[src/rtl/tx_block_ctrl.sv]
// Block transmit controller: captures a NUM_BITS block, loads the downstream shifter and
// counts line strobes until done. Optional prefetch spare register: TX_BLOCK_CTRL_PREFETCH_EN.
module tx_block_ctrl #(
  parameter int NUM_BITS = 128
) (
  input  logic                clk,
  input  logic                rst,
  input  logic                in_valid,
  input  logic [NUM_BITS-1:0] in_data,
  output logic                in_ready,
  input  logic                falling_edge_found,
  input  logic                abort,
  output logic [NUM_BITS-1:0] tx_data,
  output logic                load_data,
  output logic                tx_enable,
  output logic                tx_busy,
  output logic                tx_done
);

  localparam int CW = $clog2(NUM_BITS + 1);
  localparam logic [CW-1:0] LAST = CW'(NUM_BITS - 1);

  typedef enum logic [1:0] {
    IDLE  = 2'd0,
    LOAD  = 2'd1,
    SHIFT = 2'd2,
    DONE  = 2'd3
  } state_t;

  state_t              state, state_nxt;
  logic [CW-1:0]       cnt, cnt_nxt;
  logic [NUM_BITS-1:0] hold, hold_nxt;
  logic                xfer;

`ifdef TX_BLOCK_CTRL_PREFETCH_EN
  logic                spare_full, spare_full_nxt;
  logic [NUM_BITS-1:0] spare, spare_nxt;

  // The spare accepts a follow-on block while the current one is loading or shifting.
  assign in_ready = ~rst & ((state == IDLE) |
                            (((state == LOAD) | (state == SHIFT)) & ~spare_full));
`else
  assign in_ready = ~rst & (state == IDLE);
`endif

  assign xfer      = in_valid & in_ready;
  assign tx_data   = hold;
  assign load_data = (state == LOAD);
  assign tx_enable = (state == SHIFT);
  assign tx_busy   = (state != IDLE);
  assign tx_done   = (state == DONE);

  always_comb begin
    state_nxt = state;
    cnt_nxt   = cnt;
    hold_nxt  = hold;
`ifdef TX_BLOCK_CTRL_PREFETCH_EN
    spare_nxt      = spare;
    spare_full_nxt = spare_full;
`endif
    case (state)
      IDLE: begin
        if (xfer) begin
          hold_nxt  = in_data;
          state_nxt = LOAD;
        end
      end
      LOAD: begin
        cnt_nxt   = '0;
        state_nxt = abort ? IDLE : SHIFT;
      end
      SHIFT: begin
        if (abort) begin
          state_nxt = IDLE;
        end else if (falling_edge_found) begin
          cnt_nxt = cnt + CW'(1);
          if (cnt == LAST) state_nxt = DONE;
        end
      end
      DONE: begin
        state_nxt = IDLE;
`ifdef TX_BLOCK_CTRL_PREFETCH_EN
        if (spare_full) begin
          hold_nxt       = spare;
          spare_full_nxt = 1'b0;
          state_nxt      = LOAD;
        end
`endif
      end
      default: state_nxt = IDLE;
    endcase
`ifdef TX_BLOCK_CTRL_PREFETCH_EN
    // A block handed over in the same cycle as abort is discarded along with the spare.
    if ((state == LOAD) || (state == SHIFT)) begin
      if (abort) begin
        spare_full_nxt = 1'b0;
      end else if (xfer) begin
        spare_nxt      = in_data;
        spare_full_nxt = 1'b1;
      end
    end
`endif
  end

  always_ff @(posedge clk or posedge rst) begin
    if (rst) begin
      state <= IDLE;
      cnt   <= '0;
      hold  <= '0;
    end else begin
      state <= state_nxt;
      cnt   <= cnt_nxt;
      hold  <= hold_nxt;
    end
  end

`ifdef TX_BLOCK_CTRL_PREFETCH_EN
  always_ff @(posedge clk or posedge rst) begin
    if (rst) begin
      spare      <= '0;
      spare_full <= 1'b0;
    end else begin
      spare      <= spare_nxt;
      spare_full <= spare_full_nxt;
    end
  end
`endif

endmodule

[config.mk]
export PLATFORM = sky130hd
export DESIGN_NAME = tx_block_ctrl
export DESIGN_NICKNAME = d
export VERILOG_FILES = /design/src/rtl/tx_block_ctrl.sv
export SDC_FILE = /design/constraint.sdc
export NUM_CORES = 1
export LEC_CHECK = 0
export CORE_MARGIN = 2
export CORE_UTILIZATION = 40
export DETAILED_ROUTE_END_ITERATION = 16
export PLACE_DENSITY = 0.77
export SLEW_MARGIN = 10
export SYNTH_ARGS = -nofsm -noshare
export SYNTH_HDL_FRONTEND = slang
export SYNTH_SLANG_ARGS = --single-unit
[constraint.sdc]
create_clock -name clk -period 5.4 [get_ports clk]
set_clock_uncertainty 0.2 [all_clocks]
set_input_delay 0.54 -clock clk [delete_from_list [all_inputs] [get_ports clk]]
set_output_delay 0.54 -clock clk [all_outputs]
set_load 0.02 [all_outputs]
After elaboration in Yosys (flattened, before gate mapping)

Index checks and enable logic that the tools add are counted.

$add $sub $neg: 1
Multipliers: 0
Div/mod/pow operators: 0
Order comparisons: 0
Equal/unequal tests: 9
Shift operators: 0
Multiplexer cells: 9
Bitwise logic cells: 3
Reduce and logical (&&, ||, !) cells: 6

Operators with widths:

| cell                                           | number |
|---|---|
| 2-to-1 mux 8 bit                               | 2 |
| case mux 8 bit (2 select lines)                | 1 |
| 2-to-1 mux 2 bit                               | 5 |
| adder 8 x 1 -> 8 bit (second input constant)   | 1 |
| == test 8 x 7 -> 1 bit (second input constant) | 1 |
| case mux 2 bit (4 select lines)                | 1 |
| != test 2 bit (second input constant)          | 3 |
| AND reduction 3 bit                            | 2 |
| == test 2 bit (second input constant)          | 2 |
| nonzero test 2 bit                             | 2 |
| != test 3 x 2 -> 1 bit (second input constant) | 1 |
| != test 3 bit (second input constant)          | 1 |
| bitwise AND 1 bit                              | 2 |
| == test 2 x 1 -> 1 bit (second input constant) | 1 |
| zero test 2 bit                                | 1 |
| AND reduction 2 bit                            | 1 |
| NOT 1 bit                                      | 1 |

Bits in registers: 138
Latch bits: 0
Memory bits (writable): 0
ROM bits: 0
Bits of input ports: 133
Output and inout bits: 133
Logic and storage cells: 31
Memories: 0

Longest topological paths before layout

Gate-level depths: netlist (run 1).

Depth in word-level cells: 5
Mapped depth: 6
Mapped depth without buffers: 4

Worst setup path after synthesis (run 1)

OpenSTA, ideal clock, no wires.

Path type: input port to flip-flop
Start point: input port rst
End point: register hold[0] (netlist: tx_data[0])
Library setup time: 0.125 ns
Arrival time: 1.595 ns
Required time: 5.075 ns
Path slack: 3.480 ns
Stages: 5
Buffers on the path: 2
Cell sequence: nor3_4 and2_4 buf_12 buf_12 mux2_4

Cells in the longest elaborated chain, start to end: 4

Ends and longest elaborated chain:

| item                          | RTL line | RTL |
|---|---|---|
| start: declaration            | 7        | `input logic rst,` |
| NOT 1 bit                     | 43       | `assign in_ready = ~rst & (state == IDLE);` |
| bitwise AND 1 bit             | 43       |  |
| bitwise AND 1 bit             | 46       | `assign xfer = in_valid & in_ready;` |
| AND reduction 2 bit (no line) | -        |  |
| end signal: assignment        | 113      | `hold <= hold_nxt;` |
| end: declaration              | 32       | `logic [NUM_BITS-1:0] hold, hold_nxt;` |

Every way passes these cells.
A chain may end at the register's enable or synchronous reset.

Worst setup path after layout (run 1)

Start point: register state[0]
End point: output port tx_done

Cells in the longest elaborated chain, start to end: 1

Ends and longest elaborated chain:

| item                     | RTL line | RTL |
|---|---|---|
| start: declaration       | 30       | `state_t state, state_nxt;` |
| start signal: assignment | 111      | `state <= state_nxt;` |
| == test 2 bit            | 51       | `assign tx_done = (state == DONE);` |
| end: declaration         | 17       | `output logic tx_done` |

Every way passes these cells.

==> flow_metrics.py, run 1 <==
metrics = {
    "place": {
        "place_congestion": 0.830,
        "dp_hpwl_mm": 10.1,
        "placedInstanceArea_um2": 8560,
        "port_buffers": 265,
    },
    "finish": {
        "nets": 743,
        "drive_above_1_share_pct": 26.7,
        "final_common_cell": "clkdlybuf4s50_1",
        "fin_area_um2": 9220,
        "antennaDiodeCount": 0,
        "syn_to_final_growth_pct": 56.2,
        "post-route-util_pct": 63.7,
        "final_cell_mix": "265 x clkdlybuf4s50_1, 138 x dfrtp_1, 100 x mux2_4",
    },
    "routing": {
        "vias_per_cell": 4.78,
        "route.met3.wl_mm": 1.08,
        "finalWirelength_mm": 14.4,
        "drc": 0,
        "drtIter0Drc": 181,
        "top_layer_used": "met4",
        "ant_nets": 0,
        "wl_met1_mm": 6.05,
        "wl_met2_mm": 6.92,
        "vias": 3850,
        "firstDrtPassIters": 4,
        "drt-wirelength-per-cell_um": 17.9,
    },
    "clock_network": {
        "path_clk_slew_ns": 0.06,
        "numCtsBuffers": 17,
        "cts_resized": 0,
        "cts.sinks": 138,
        "cts_tree": "done",
        "htreeDepth": 4,
        "clk_latency_ns": 0.41,
        "cts_root_buf": "clkbuf_16",
        "cts_buffer_depth": 2,
        "cts_setup_buffers": 0,
        "ctsHoldBuffers": 0,
    },
    "die": {
        "initial_core_util_pct": 40.8,
        "core_um2": 14500,
        "die_h_um": 125,
        "rows": 44,
        "die_width_um": 125,
        "io_pins": 266,
        "die_area_um2": 15700,
    },
    "sta": {
        "slew-limit-headroom_pct": 35.0,
        "tns_ns": 0,
        "hold_violations": 0,
        "rsz0062_at_grt": "no",
        "max_freq_ghz": 0.357,
        "period_needed_ns": 2.80,
        "setup_viol": 0,
        "worst_pin_slew_ns": 0.975,
        "fin_crit_sh_pct": 51.9,
        "drv_slew": 0,
    },
    "power_and_ir_drop": {
        "leakagePower_uw": 0.00398,
        "p_comb_share_pct": 31.4,
        "switching_share_pct": 27.6,
        "power_frac_seq_pct": 35.5,
        "p_int_uw": 2810,
        "power.switching_uw": 1070,
        "power_frac_clock_pct": 33.2,
        "powerDensity_nw_per_um2": 421,
        "ir_worst_vdd_uv": 239,
    },
    "hold_path": {
        "hold_path_depth": 1,
        "hp-class": "register to register",
        "min-delay-start": "tx_data[34]",
        "worstHoldEndpoint": "tx_data[34]",
    },
    "setup_path": {
        "required_ns": 4.66,
        "crit_buf_inv": 2,
        "r2r_slack_ns": 2.66,
        "start_kind": "register",
        "r2r_cells": 4,
        "startpoint": "state[0]",
        "timing.rr.end": "tx_data[40]",
        "path_cells": "inv_1 > nor2_1 > clkdlybuf4s50_1",
        "end_kind": "output port",
        "path_delay_family": "buffers and inverters",
        "crit_slowest_cell": "clkdlybuf4s50_1",
        "worst_path_largest_cell_delay_ns": 0.64,
        "r2r_start": "state[0]",
        "worst-path-stages": 3,
        "crit_type": "register to output port",
        "cp.arrival_ns": 2.06,
        "cp_max_fo": 13,
    },
    "logic_synthesis": {
        "ys_ff_latch": 138,
        "yosys.cell_types.count": 37,
        "synth_area_um2": 5900,
        "synthCells": 338,
        "yosysSeqAreaShare_pct": 58.5,
        "synth.net_count": 472,
        "avgSynthCellArea_um2": 17.5,
        "yosys_warnings": 0,
    },
    "grt": {
        "track_usage_pct": 18.6,
        "antenna_found_initial": 0,
        "grt_pass1_wl_mm": 22.8,
        "grt_max_degree": 112,
        "grt_overflow": 0,
        "grt_pass1_vias": 4150,
    },
    "status": {
        "status": "finished clean",
    },
    "flow_run": {
        "maxCapViolations": 0,
    },
}
-- cell type report --
type                            instances  area (um^2)
Sequential cell                       138         3450
Tap cell                              184          230
Clock buffer                           20          467
Fill cell                            1066         5260
Multi-Input combinational cell        176         2150
Timing Repair Buffer                  268         2690
Clock inverter                         12          194
Inverter                                8         35.0
-- synth_stat cells --
cell type / number / share of area (%)
mux2i_1: 2 / 0.34
nand2b_1: 5 / 0.53
o21ai_0: 1 / 0.085
nor4b_1: 3 / 0.45
o31ai_1: 1 / 0.13
and2_4: 1 / 0.15
buf_6: 3 / 0.57
nor2_1: 1 / 0.064
clkbuf_1: 1 / 0.064
ha_1: 1 / 0.21
dfrtp_1: 138 / 58
and3_1: 1 / 0.11
a31oi_1: 1 / 0.11
nor4_1: 3 / 0.32
nand4b_1: 1 / 0.15
nor3_4: 1 / 0.28
nand2_1: 5 / 0.32
buf_12: 11 / 3.7
o2bb2ai_1: 2 / 0.30
a22o_1: 1 / 0.15
nand4_1: 1 / 0.11
and2_1: 1 / 0.11
a211o_1: 1 / 0.15
buf_4: 1 / 0.13
mux2_4: 100 / 25
a22oi_1: 1 / 0.13
nor2b_1: 1 / 0.11
o311ai_0: 1 / 0.15
o311a_1: 1 / 0.17
a32o_1: 1 / 0.17
nor3_1: 1 / 0.085
a41o_1: 1 / 0.17
or4_1: 1 / 0.13
inv_1: 8 / 0.51
nand3_1: 3 / 0.25
mux2_2: 28 / 5.3
a21oi_1: 4 / 0.34
-- registers in the layout, summed over array words and instances, names as in the netlist --
register / count
state: 2
tx_data: 128
cnt: 8
-- per-layer routing --
layer  vias up  GRT usage (%)
met3        27           6.89
met4         0           7.65
li1       1748              -
met2       175           29.6
met5         -              0
met1      1900           23.0
-- power groups by stage --
stage | Combinational, uW | Sequential, uW | Clock [uW]
3_3_place_gp | 1210 | 1380 | 0
4_1_cts | 1230 | 1380 | 1310
2_1_floorplan | 379 | 1640 | 0
6_report | 1220 | 1380 | 1290
5_1_grt | 1270 | 1400 | 1370
3_5_place_dp | 1220 | 1390 | 0
-- cell families (layout without fill, tap and decap cells) --
family / after synthesis / count (layout) / share of synthesized area (%)
DFF: 138 / 138 / 58.5
muxes: 130 / 130 / 31.1
and+or+nand+nor: 29 / 29 / 3.14
buffers and inverters: 24 / 308 / 5.00
AOI/OAI and AO/OA: 16 / 16 / 2.04
adders and majority gates: 1 / 1 / 0.212
-- through the flow --
stage	std cells	setup WS, ns	hold WS (ns)	total power, uW
global route	806	2.50	0.317	4040
floorplan	338	0.964	0.300	2020
finish	806	2.60	0.306	3880
detailed placement	774	2.14	0.291	2610
CTS	806	2.58	0.312	3920
global placement	774	2.21	0.289	2590
-- worst max-delay path by stage --
stage	slack, ns	endpoint
floorplan	0.96	cnt[0]
finish	2.60	tx_done
global placement	2.21	tx_data[40]
CTS	2.58	tx_done
detailed placement	2.14	tx_data[40]
global route	2.50	tx_done
Power figures use the tool's default switching activity.
==> inputs of run 2 (changes only) <==
Clock period 5.4 ns to 2.8 ns, I/O delays scaled along.
==> run 2 against run 1 <==
Effect of this change:
- critical endpoint unchanged
- final area decreased by 0.15%
- critical path depth unchanged
- highest routed layer unchanged
- largest cell class unchanged
- cell count increased by 0.25%
- routed wire length increased by 0.76%
- die area unchanged
- worst hold slack got worse by 0.10 ns
- global-route usage increased by 0.48 points
- largest power group unchanged
==> flow_metrics.py, run 2 (same netlist as run 1, synthesis figures left out) <==
metrics = {
    "sta": {
        "period_needed_ns": 2.60,
        "slew-limit-headroom_pct": 55.2,
        "rsz0062_at_grt": "no",
        "setup_ws_ns": 0.197,
        "worst_pin_slew_ns": 0.671,
        "drv_slew": 0,
        "tns_ns": 0,
        "max_freq_ghz": 0.384,
        "fin_crit_sh_pct": 93.0,
        "hold_violations": 0,
        "setup_viol": 0,
    },
    "routing": {
        "ant_nets": 0,
        "drtIter0Drc": 127,
        "drc": 0,
        "vias_per_cell": 4.87,
        "vias": 3934,
        "finalWirelength_mm": 14.5,
        "drt-wirelength-per-cell_um": 17.9,
        "firstDrtPassIters": 4,
    },
    "setup_path": {
        "cp.arrival_ns": 2.12,
        "start_kind": "register",
        "cp_max_fo": 13,
        "required_ns": 2.32,
        "end_kind": "output port",
        "crit_type": "register to output port",
    },
    "grt": {
        "grt_pass1_wl_mm": 23.6,
        "grt_max_degree": 62,
        "grt_pass1_vias": 4349,
        "grt_overflow": 0,
        "antenna_found_initial": 0,
        "track_usage_pct": 19.1,
    },
    "die": {
        "die_area_um2": 15700,
        "die_width_um": 125,
        "die_h_um": 125,
        "rows": 44,
        "io_pins": 266,
        "core_um2": 14500,
        "initial_core_util_pct": 40.8,
    },
    "clock_network": {
        "cts_resized": 0,
        "cts_root_buf": "clkbuf_16",
        "ctsHoldBuffers": 0,
        "clk_latency_ns": 0.42,
        "cts_setup_buffers": 0,
        "cts_tree": "done",
        "cts.sinks": 138,
        "numCtsBuffers": 17,
        "cts_buffer_depth": 2,
        "htreeDepth": 4,
        "path_clk_slew_ns": 0.06,
    },
    "finish": {
        "regArea_um2": 3450,
        "syn_to_final_growth_pct": 56.0,
        "multi_input_comb_area_um2": 2150,
        "drive_above_1_share_pct": 26.9,
        "largest_reg_flops": 128,
        "nets": 746,
        "final_cell_mix": "265 x clkdlybuf4s50_1, 138 x dfrtp_1, 100 x mux2_4",
        "final_common_cell": "clkdlybuf4s50_1",
        "nFillCells": 1078,
        "antennaDiodeCount": 0,
    },
    "flow_run": {
        "maxCapViolations": 0,
    },
    "place": {
        "dp_hpwl_mm": 10.4,
        "pre_cts_ws_ns": 0.419,
        "place_congestion": 0.806,
        "port_buffers": 265,
    },
    "power_and_ir_drop": {
        "p_int_uw": 5150,
        "power.switching_uw": 2070,
        "power_frac_clock_pct": 30.6,
        "p_comb_share_pct": 32.6,
        "power_frac_seq_pct": 36.8,
        "leakagePower_uw": 0.00396,
        "switching_share_pct": 28.6,
        "ir_worst_vdd_uv": 589,
        "powerDensity_nw_per_um2": 784,
    },
    "hold_path": {
        "hp-class": "primary input to asynchronous set/reset pin",
    },
    "status": {
        "status": "finished clean",
    },
}
## run 2: power groups by stage
stage	registers, uW	logic [uW]	clock network [uW]
after floorplan	3160	731	0
after global placement	2670	2330	0
final	2660	2350	2210
after CTS	2660	2380	2270
after detailed placement	2690	2370	0
after global routing	2720	2460	2360
## run 2: stage by stage
step	instance area, um^2	utilization, %	cells	hold slack [ns]	power (uW)
2_1_floorplan	5910	-	338	0.143	3890
3_5_place_dp	8620	59.5	777	0.293	5050
3_3_place_gp	8620	59.5	777	0.291	5010
4_1_cts	9210	63.6	808	0.209	7310
6_report	9210	63.6	808	0.202	7220
5_1_grt	9210	63.6	808	0.252	7550
## run 2: path summary, 6_finish.rpt
path	startpoint	to	slack, ns	cells past startpoint
setup / recovery	state[0]	tx_done	0.20	3
hold / removal	rst	tx_data[41]	0.20	2
setup reg to reg	state[0]	tx_data[40]	0.57	4
hold reg to reg	tx_data[27]	tx_data[27]	0.30	1
max in group asynchronous	rst	tx_data[113]	1.46	3
min in group clk	in_data[79]	tx_data[79]	0.27	2
## run 2: area by class of cell
type	count	area share, %
Multi-Input combinational cell	176	23.4
Clock inverter	11	1.32
Sequential cell	138	37.5
Clock buffer	20	5.07
Tap cell	184	2.50
Timing Repair Buffer	271	29.8
Inverter	8	0.367
## run 2: worst max-delay path, stage by stage (launching register included)
cell	delay [ns]
dfrtp_1	0.62
inv_1	0.22
nor2_1	0.21
clkdlybuf4s50_1	0.65
## run 2: routing by layer
layer,share of wire (%),track usage (%)
met3,8.9,7.74
met2,50,30.5
met5,0,0
met4,2.3,8.30
met1,39,22.9
